### config.mk
export PLATFORM = sky130hd
export DESIGN_NAME = ifft_butterfly_dif
export DESIGN_NICKNAME = d
export VERILOG_FILES = /design/src/rtl/ifft_butterfly_dif.sv
export SDC_FILE = /design/constraint.sdc
export NUM_CORES = 2
export LEC_CHECK = 0
export BUFFER_PORTS_ARGS = -buffer_cell sky130_fd_sc_hd__buf_2
export CAP_MARGIN = 20
export CORE_MARGIN = 2
export CORE_UTILIZATION = 25
export CTS_CLUSTER_DIAMETER = 40
export CTS_CLUSTER_SIZE = 12
export DETAILED_ROUTE_END_ITERATION = 16
export MAX_ROUTING_LAYER = met4
export PLACE_DENSITY = 0.51
export SETUP_SLACK_MARGIN = 0.3
export SLEW_MARGIN = 10
export SYNTH_ARGS = -nofsm -noshare
export SYNTH_HDL_FRONTEND = slang
export SYNTH_SLANG_ARGS = --single-unit
export TNS_END_PERCENT = 5
### constraint.sdc
create_clock -name clk -period 9.13 [get_ports clk]
set_input_delay 0 -clock clk [delete_from_list [all_inputs] [get_ports clk]]
set_output_delay 0 -clock clk [all_outputs]
set_load 0.01 [all_outputs]
### src/rtl/ifft_butterfly_dif.sv
// Radix-2 inverse butterfly: A'=(X+Y)/2, B'=((X-Y)/2)*conj(W), Q8.8 data, Q1.15 twiddle.
// Four-stage streaming pipeline; one global enable derived from output back-pressure.
module ifft_butterfly_dif #(
    parameter int unsigned NBITS = 16
) (
    input  logic             clk,
    input  logic             rst_n,
    input  logic             in_valid,
    output logic             in_ready,
    input  logic             in_last,
    input  logic [NBITS-1:0] Xr,
    input  logic [NBITS-1:0] Xi,
    input  logic [NBITS-1:0] Yr,
    input  logic [NBITS-1:0] Yi,
    input  logic [NBITS-1:0] Wr,
    input  logic [NBITS-1:0] Wi,
    output logic             out_valid,
    input  logic             out_ready,
    output logic             out_last,
    output logic [NBITS-1:0] Ar,
    output logic [NBITS-1:0] Ai,
    output logic [NBITS-1:0] Br,
    output logic [NBITS-1:0] Bi,
    output logic             sat_flag,
    input  logic             sat_clr
);

    localparam int unsigned EW = NBITS + 1;
    localparam int unsigned BW = NBITS + 2;
    localparam int unsigned PW = 2 * NBITS;

    logic en;

    assign en       = !out_valid || out_ready;
    assign in_ready = en;

    // ---------------------------------------------------------------- stage 1
    logic             s1_valid_q;
    logic             s1_last_q;
    logic [NBITS-1:0] s1_xr_q;
    logic [NBITS-1:0] s1_xi_q;
    logic [NBITS-1:0] s1_yr_q;
    logic [NBITS-1:0] s1_yi_q;
    logic [NBITS-1:0] s1_wr_q;
    logic [NBITS-1:0] s1_wi_q;

    always_ff @(posedge clk) begin
        if (!rst_n) begin
            s1_valid_q <= 1'b0;
            s1_last_q  <= 1'b0;
        end else if (en) begin
            s1_valid_q <= in_valid;
            s1_last_q  <= in_last;
        end
    end

    always_ff @(posedge clk) begin
        if (en) begin
            s1_xr_q <= Xr;
            s1_xi_q <= Xi;
            s1_yr_q <= Yr;
            s1_yi_q <= Yi;
            s1_wr_q <= Wr;
            s1_wi_q <= Wi;
        end
    end

    // ---------------------------------------------------------------- stage 2
    logic signed [EW-1:0] s2_sum_r;
    logic signed [EW-1:0] s2_sum_i;
    logic signed [EW-1:0] s2_dif_r;
    logic signed [EW-1:0] s2_dif_i;
    logic [NBITS-1:0]     s2_ah_r_d;
    logic [NBITS-1:0]     s2_ah_i_d;
    logic [NBITS-1:0]     s2_dh_r_d;
    logic [NBITS-1:0]     s2_dh_i_d;

    assign s2_sum_r = $signed({s1_xr_q[NBITS-1], s1_xr_q}) + $signed({s1_yr_q[NBITS-1], s1_yr_q});
    assign s2_sum_i = $signed({s1_xi_q[NBITS-1], s1_xi_q}) + $signed({s1_yi_q[NBITS-1], s1_yi_q});
    assign s2_dif_r = $signed({s1_xr_q[NBITS-1], s1_xr_q}) - $signed({s1_yr_q[NBITS-1], s1_yr_q});
    assign s2_dif_i = $signed({s1_xi_q[NBITS-1], s1_xi_q}) - $signed({s1_yi_q[NBITS-1], s1_yi_q});

    // Halving by arithmetic shift floors; a halved 17-bit sum always fits back in NBITS.
    assign s2_ah_r_d = NBITS'(s2_sum_r >>> 1);
    assign s2_ah_i_d = NBITS'(s2_sum_i >>> 1);
    assign s2_dh_r_d = NBITS'(s2_dif_r >>> 1);
    assign s2_dh_i_d = NBITS'(s2_dif_i >>> 1);

    logic             s2_valid_q;
    logic             s2_last_q;
    logic [NBITS-1:0] s2_ah_r_q;
    logic [NBITS-1:0] s2_ah_i_q;
    logic [NBITS-1:0] s2_dh_r_q;
    logic [NBITS-1:0] s2_dh_i_q;
    logic [NBITS-1:0] s2_wr_q;
    logic [NBITS-1:0] s2_wi_q;

    always_ff @(posedge clk) begin
        if (!rst_n) begin
            s2_valid_q <= 1'b0;
            s2_last_q  <= 1'b0;
        end else if (en) begin
            s2_valid_q <= s1_valid_q;
            s2_last_q  <= s1_last_q;
        end
    end

    always_ff @(posedge clk) begin
        if (en) begin
            s2_ah_r_q <= s2_ah_r_d;
            s2_ah_i_q <= s2_ah_i_d;
            s2_dh_r_q <= s2_dh_r_d;
            s2_dh_i_q <= s2_dh_i_d;
            s2_wr_q   <= s1_wr_q;
            s2_wi_q   <= s1_wi_q;
        end
    end

    // ---------------------------------------------------------------- stage 3
    logic signed [PW-1:0] s3_p1_full;
    logic signed [PW-1:0] s3_p2_full;
    logic signed [PW-1:0] s3_p3_full;
    logic signed [PW-1:0] s3_p4_full;
    logic signed [EW-1:0] s3_p1_d;
    logic signed [EW-1:0] s3_p2_d;
    logic signed [EW-1:0] s3_p3_d;
    logic signed [EW-1:0] s3_p4_d;

    assign s3_p1_full = PW'($signed(s2_dh_r_q)) * PW'($signed(s2_wr_q));
    assign s3_p2_full = PW'($signed(s2_dh_i_q)) * PW'($signed(s2_wi_q));
    assign s3_p3_full = PW'($signed(s2_dh_i_q)) * PW'($signed(s2_wr_q));
    assign s3_p4_full = PW'($signed(s2_dh_r_q)) * PW'($signed(s2_wi_q));

    // Q1.15 rescale; -1 * -1 gives +1.0, hence the extra bit over NBITS.
    assign s3_p1_d = EW'(s3_p1_full >>> (NBITS - 1));
    assign s3_p2_d = EW'(s3_p2_full >>> (NBITS - 1));
    assign s3_p3_d = EW'(s3_p3_full >>> (NBITS - 1));
    assign s3_p4_d = EW'(s3_p4_full >>> (NBITS - 1));

    logic                 s3_valid_q;
    logic                 s3_last_q;
    logic [NBITS-1:0]     s3_ah_r_q;
    logic [NBITS-1:0]     s3_ah_i_q;
    logic signed [EW-1:0] s3_p1_q;
    logic signed [EW-1:0] s3_p2_q;
    logic signed [EW-1:0] s3_p3_q;
    logic signed [EW-1:0] s3_p4_q;

    always_ff @(posedge clk) begin
        if (!rst_n) begin
            s3_valid_q <= 1'b0;
            s3_last_q  <= 1'b0;
        end else if (en) begin
            s3_valid_q <= s2_valid_q;
            s3_last_q  <= s2_last_q;
        end
    end

    always_ff @(posedge clk) begin
        if (en) begin
            s3_ah_r_q <= s2_ah_r_q;
            s3_ah_i_q <= s2_ah_i_q;
            s3_p1_q   <= s3_p1_d;
            s3_p2_q   <= s3_p2_d;
            s3_p3_q   <= s3_p3_d;
            s3_p4_q   <= s3_p4_d;
        end
    end

    // ---------------------------------------------------------------- stage 4
    function automatic logic ovf(input logic [BW-1:0] v);
        return (v[BW-1:NBITS-1] != '0) && (v[BW-1:NBITS-1] != '1);
    endfunction

    function automatic logic [NBITS-1:0] clamp(input logic [BW-1:0] v);
        if (!ovf(v)) begin
            return v[NBITS-1:0];
        end else if (v[BW-1]) begin
            return {1'b1, {(NBITS-1){1'b0}}};
        end else begin
            return {1'b0, {(NBITS-1){1'b1}}};
        end
    endfunction

    logic signed [BW-1:0] s4_br_full;
    logic signed [BW-1:0] s4_bi_full;
    logic                 s4_sat;

    assign s4_br_full = BW'(s3_p1_q) + BW'(s3_p2_q);
    assign s4_bi_full = BW'(s3_p3_q) - BW'(s3_p4_q);
    assign s4_sat     = ovf(s4_br_full) || ovf(s4_bi_full);

    always_ff @(posedge clk) begin
        if (!rst_n) begin
            out_valid <= 1'b0;
            out_last  <= 1'b0;
            Ar        <= '0;
            Ai        <= '0;
            Br        <= '0;
            Bi        <= '0;
        end else if (en) begin
            out_valid <= s3_valid_q;
            out_last  <= s3_last_q;
            Ar        <= s3_ah_r_q;
            Ai        <= s3_ah_i_q;
            Br        <= clamp(s4_br_full);
            Bi        <= clamp(s4_bi_full);
        end
    end

    // Set has priority over clear so a saturation coinciding with sat_clr is not lost.
    always_ff @(posedge clk) begin
        if (!rst_n) begin
            sat_flag <= 1'b0;
        end else if (en && s3_valid_q && s4_sat) begin
            sat_flag <= 1'b1;
        end else if (sat_clr) begin
            sat_flag <= 1'b0;
        end
    end

endmodule

==> flow_summary.ini <==
[run_status]
outcome = completed

[critical_path]
critical-path-top-cell-by-count = sky130_fd_sc_hd__fa_1
cp_max_fo = 27
crit_path_top_delay_cell = sky130_fd_sc_hd__edfxtp_1
critPathKind = register to register
cp-startpoint = s2_wr_q[5]
cp_data_arrival_time_ns = 7.69
endpoint = s3_p1_q[16]
worstPathRequired_ns = 9.56
worst_setup_path_end_kind = register
ff2ff_setup_slack_ns = 1.87
crit-reg2reg-launch = s2_wr_q[5]
rr_worst_depth = 22
critPathMaxStageDelay_ns = 0.99
critical_path.cell_chain = buf_4 > nand2_1 > fa_1 > inv_1 > fa_1 > fa_1 > fa_1 > fa_1 > inv_1 > fa_1 > inv_1 > ha_1 > a21o_1 > a21oi_1 > o21bai_1 > a21o_1 > a21o_1 > or3_1 > a31oi_1 > o31ai_1 > a21oi_1 > xnor2_1
worstReg2RegEnd = s3_p1_q[16]
critical_path.startpoint_type = register

[cts]
htree_levels = 3
tritoncts_num_sinks = 365
clock_slew_at_the_register_clock_pins_of_the_worst_setup_and_hold_paths_ns = 0.05
cts_buffer_depth = 3
ctsResizeCount = 0
tritoncts = yes
cts-buffers-inserted = 79
post_cts_setup_buffer_count = 0
cts.root.buffer_cell = sky130_fd_sc_hd__clkbuf_16
clock_insertion_delay_worst_skew_ns = 0.70

[logic_synthesis]
ys_types = 73
synth_enable_flop_cells = 292
synth-async-reset-ratio_pct = 0
synthCells = 5292
syn-num-nets = 6854
dominantRegCellSynth = sky130_fd_sc_hd__edfxtp_1
yosys.area.top_type = sky130_fd_sc_hd__fa_1
netlist_area_um2 = 53100
synth_seq_area_share_pct = 19.2
yosys_warnings = 0
postSynthAreaPerCell_um2 = 10.0
synthTopCellsByArea = sky130_fd_sc_hd__fa_1, sky130_fd_sc_hd__edfxtp_1, sky130_fd_sc_hd__ha_1
ys_seq_elements = 365
synthDominantCellAreaShare_pct = 39.5

[floorplan]
fp.coreArea_um2 = 212000
dieArea_um2 = 216000
floorplan.initialDensity_pct = 25.1
fp-row-count = 169
die_w_um = 465
die_h_um = 465
top_level_ports = 170

[timing]
finalSetupTns_ns = 0
final_hold_vios = 0
post-route-period-util_pct = 79.5
worst_slew_pin_slew_ns = 1.15
finalMaxSlewViolations = 0
setup_ws_ns = 1.87
tightest_slew_margin_relative_to_the_limit_pct = 23.5
final.setup_skew_ns = 0.0424
fmax_mhz = 138
finalSetupViolCount = 0
grt_setup_unrepaired = no
period_needed_ns = 7.26

[place]
gpl.final_weighted_congestion = 0.844
worst_case_setup_slack_after_placement_ns = 1.82
place_hpwl_um = 112000
place.port_buffers = 169

[layout]
final_common_cell = sky130_fd_sc_hd__inv_1
layout.cells.most_common_list = sky130_fd_sc_hd__inv_1, sky130_fd_sc_hd__fa_1, sky130_fd_sc_hd__nand2_1, sky130_fd_sc_hd__and2_1, sky130_fd_sc_hd__ha_1
num-nets-final = 7130
area.sequential_um2 = 10200
fillCellCount = 21900
drive_gt1_share_pct = 7.22
area_growth_pct = 16.5
multi_input_comb_area_um2 = 37400

[detailed_routing]
vias_per_cell = 4.24
dr_total_vias = 35900
routedWlPerCell_um = 16.7
route.detailed.drc = 0
totalWireLength_um = 141000
first_iter_violations = 1655
final_antenna_net_count = 0
dr.pass1.iters = 7

[grt]
initial_antenna_violation_count = 6
grt_max_degree = 101
first_global_vias = 40100
grt_first_pass_wirelength_um = 227000
grt.total_usage_pct = 13.8
grt.overflow.total = 0

[worst_hold_path]
holdCritPathClass = input port to register

[job]
drv_cap = 0
==> cells in the mapped netlist, types with 10 or more instances <==
cell type / n
sky130_fd_sc_hd__inv_1: 1246
sky130_fd_sc_hd__fa_1: 1050
sky130_fd_sc_hd__nand2_1: 589
sky130_fd_sc_hd__and2_1: 495
sky130_fd_sc_hd__ha_1: 410
sky130_fd_sc_hd__edfxtp_1: 292
sky130_fd_sc_hd__clkbuf_1: 217
sky130_fd_sc_hd__xnor2_1: 142
sky130_fd_sc_hd__nor2_1: 141
sky130_fd_sc_hd__a21oi_1: 121
sky130_fd_sc_hd__dfxtp_1: 73
sky130_fd_sc_hd__o21ai_0: 71
sky130_fd_sc_hd__nor3_1: 44
sky130_fd_sc_hd__a21boi_0: 42
sky130_fd_sc_hd__nand2b_1: 32
sky130_fd_sc_hd__a21o_1: 31
sky130_fd_sc_hd__xor2_1: 30
sky130_fd_sc_hd__nand3_1: 28
sky130_fd_sc_hd__and3_1: 21
sky130_fd_sc_hd__o21a_1: 20
sky130_fd_sc_hd__a221o_1: 17
sky130_fd_sc_hd__o21bai_1: 15
sky130_fd_sc_hd__nor2b_1: 14
sky130_fd_sc_hd__a31oi_1: 13
sky130_fd_sc_hd__o211ai_1: 12
sky130_fd_sc_hd__a211oi_1: 11
sky130_fd_sc_hd__o21ai_1: 10
==> cell type report <==
| class | instances | area share (%) |
|---|---|---|
| clock inverters | 60 | 1.34 |
| well taps | 2821 | 5.70 |
| repair buffers | 420 | 5.21 |
| inverters | 1246 | 7.56 |
| flip-flops and latches | 365 | 16.5 |
| multi-input cells | 3456 | 60.4 |
| clock buffers | 87 | 3.29 |
| diodes | 5 | 0.0202 |
==> sequential cells by signal, indices dropped and copies added (netlist names), 17 cells and up <==
register / cells
s3_p1_q: 17
s3_p2_q: 17
s3_p3_q: 17
s3_p4_q: 17
==> critical path: cells and delay by family (launching register included) <==
family                     cells  cell delay (ns)
adders and majority gates      7             3.68
AOI/OAI and AO/OA              8             1.36
DFF                            1             0.99
buffers and inverters          4             0.45
and+or+nand+nor                2             0.41
xor gates and xnor gates       1             0.08
==> per-layer routing <==
layer / vias up / GRT usage [%] / share of wire [%]
li1: 16500 / - / -
met1: 18500 / 17.5 / 44
met2: 724 / 23.1 / 48
met3: 205 / 2.36 / 5.0
met4: 0 / 3.06 / 2.1
met5: - / - / 0
==> worst min path at each step <==
stage | start | endpoint | slack [ns] | depth (start not counted)
3_3_place_gp | Yr[9] | s1_yr_q[9] | 0.18 | 1
6_report | Wr[7] | s1_wr_q[7] | 0.05 | 2
3_5_place_dp | Yi[3] | s1_yi_q[3] | 0.18 | 1
5_1_grt | Wr[5] | s1_wr_q[5] | 0.03 | 2
4_1_cts | Wr[13] | s1_wr_q[13] | 0.02 | 2
2_1_floorplan | Wi[0] | s1_wi_q[0] | 0.1 | 0
==> through the flow <==
step | util, % | hold slack, ns | instances | instance area [um2]
after CTS | 29.2 | 0.0151 | 8453 | 61900
after floorplan | - | 0.0989 | 5292 | 53200
after global placement | 27.1 | 0.178 | 8137 | 57300
final | 29.3 | 0.0500 | 8460 | 61900
after detailed placement | 27.1 | 0.178 | 8139 | 57300
after global routing | 29.3 | 0.0325 | 8457 | 61900
==> cell families (layout without fill, tap and decap cells) <==
| logic type | count (synthesis) | in the layout | synth area share, % |
|---|---|---|---|
| flops | 365 | 365 | 19.2 |
| buf+inv | 1471 | 1813 | 10.4 |
| other cells | 0 | 5 | 0 |
| compound gates | 419 | 419 | 5.28 |
| fa+ha+maj | 1460 | 1460 | 49.2 |
| simple gates | 1404 | 1404 | 13.0 |
| xor+xnor | 173 | 173 | 2.86 |
==> timing repair <==
item | in CTS | in global routing
endpoints found under the setup margin | 0 | 0
hold buffers | 167 | 0
endpoints found under the hold margin | 140 | 0
Power is not shown: default switching activity piles up to over one toggle a cycle in this logic, so the estimate is an artifact.
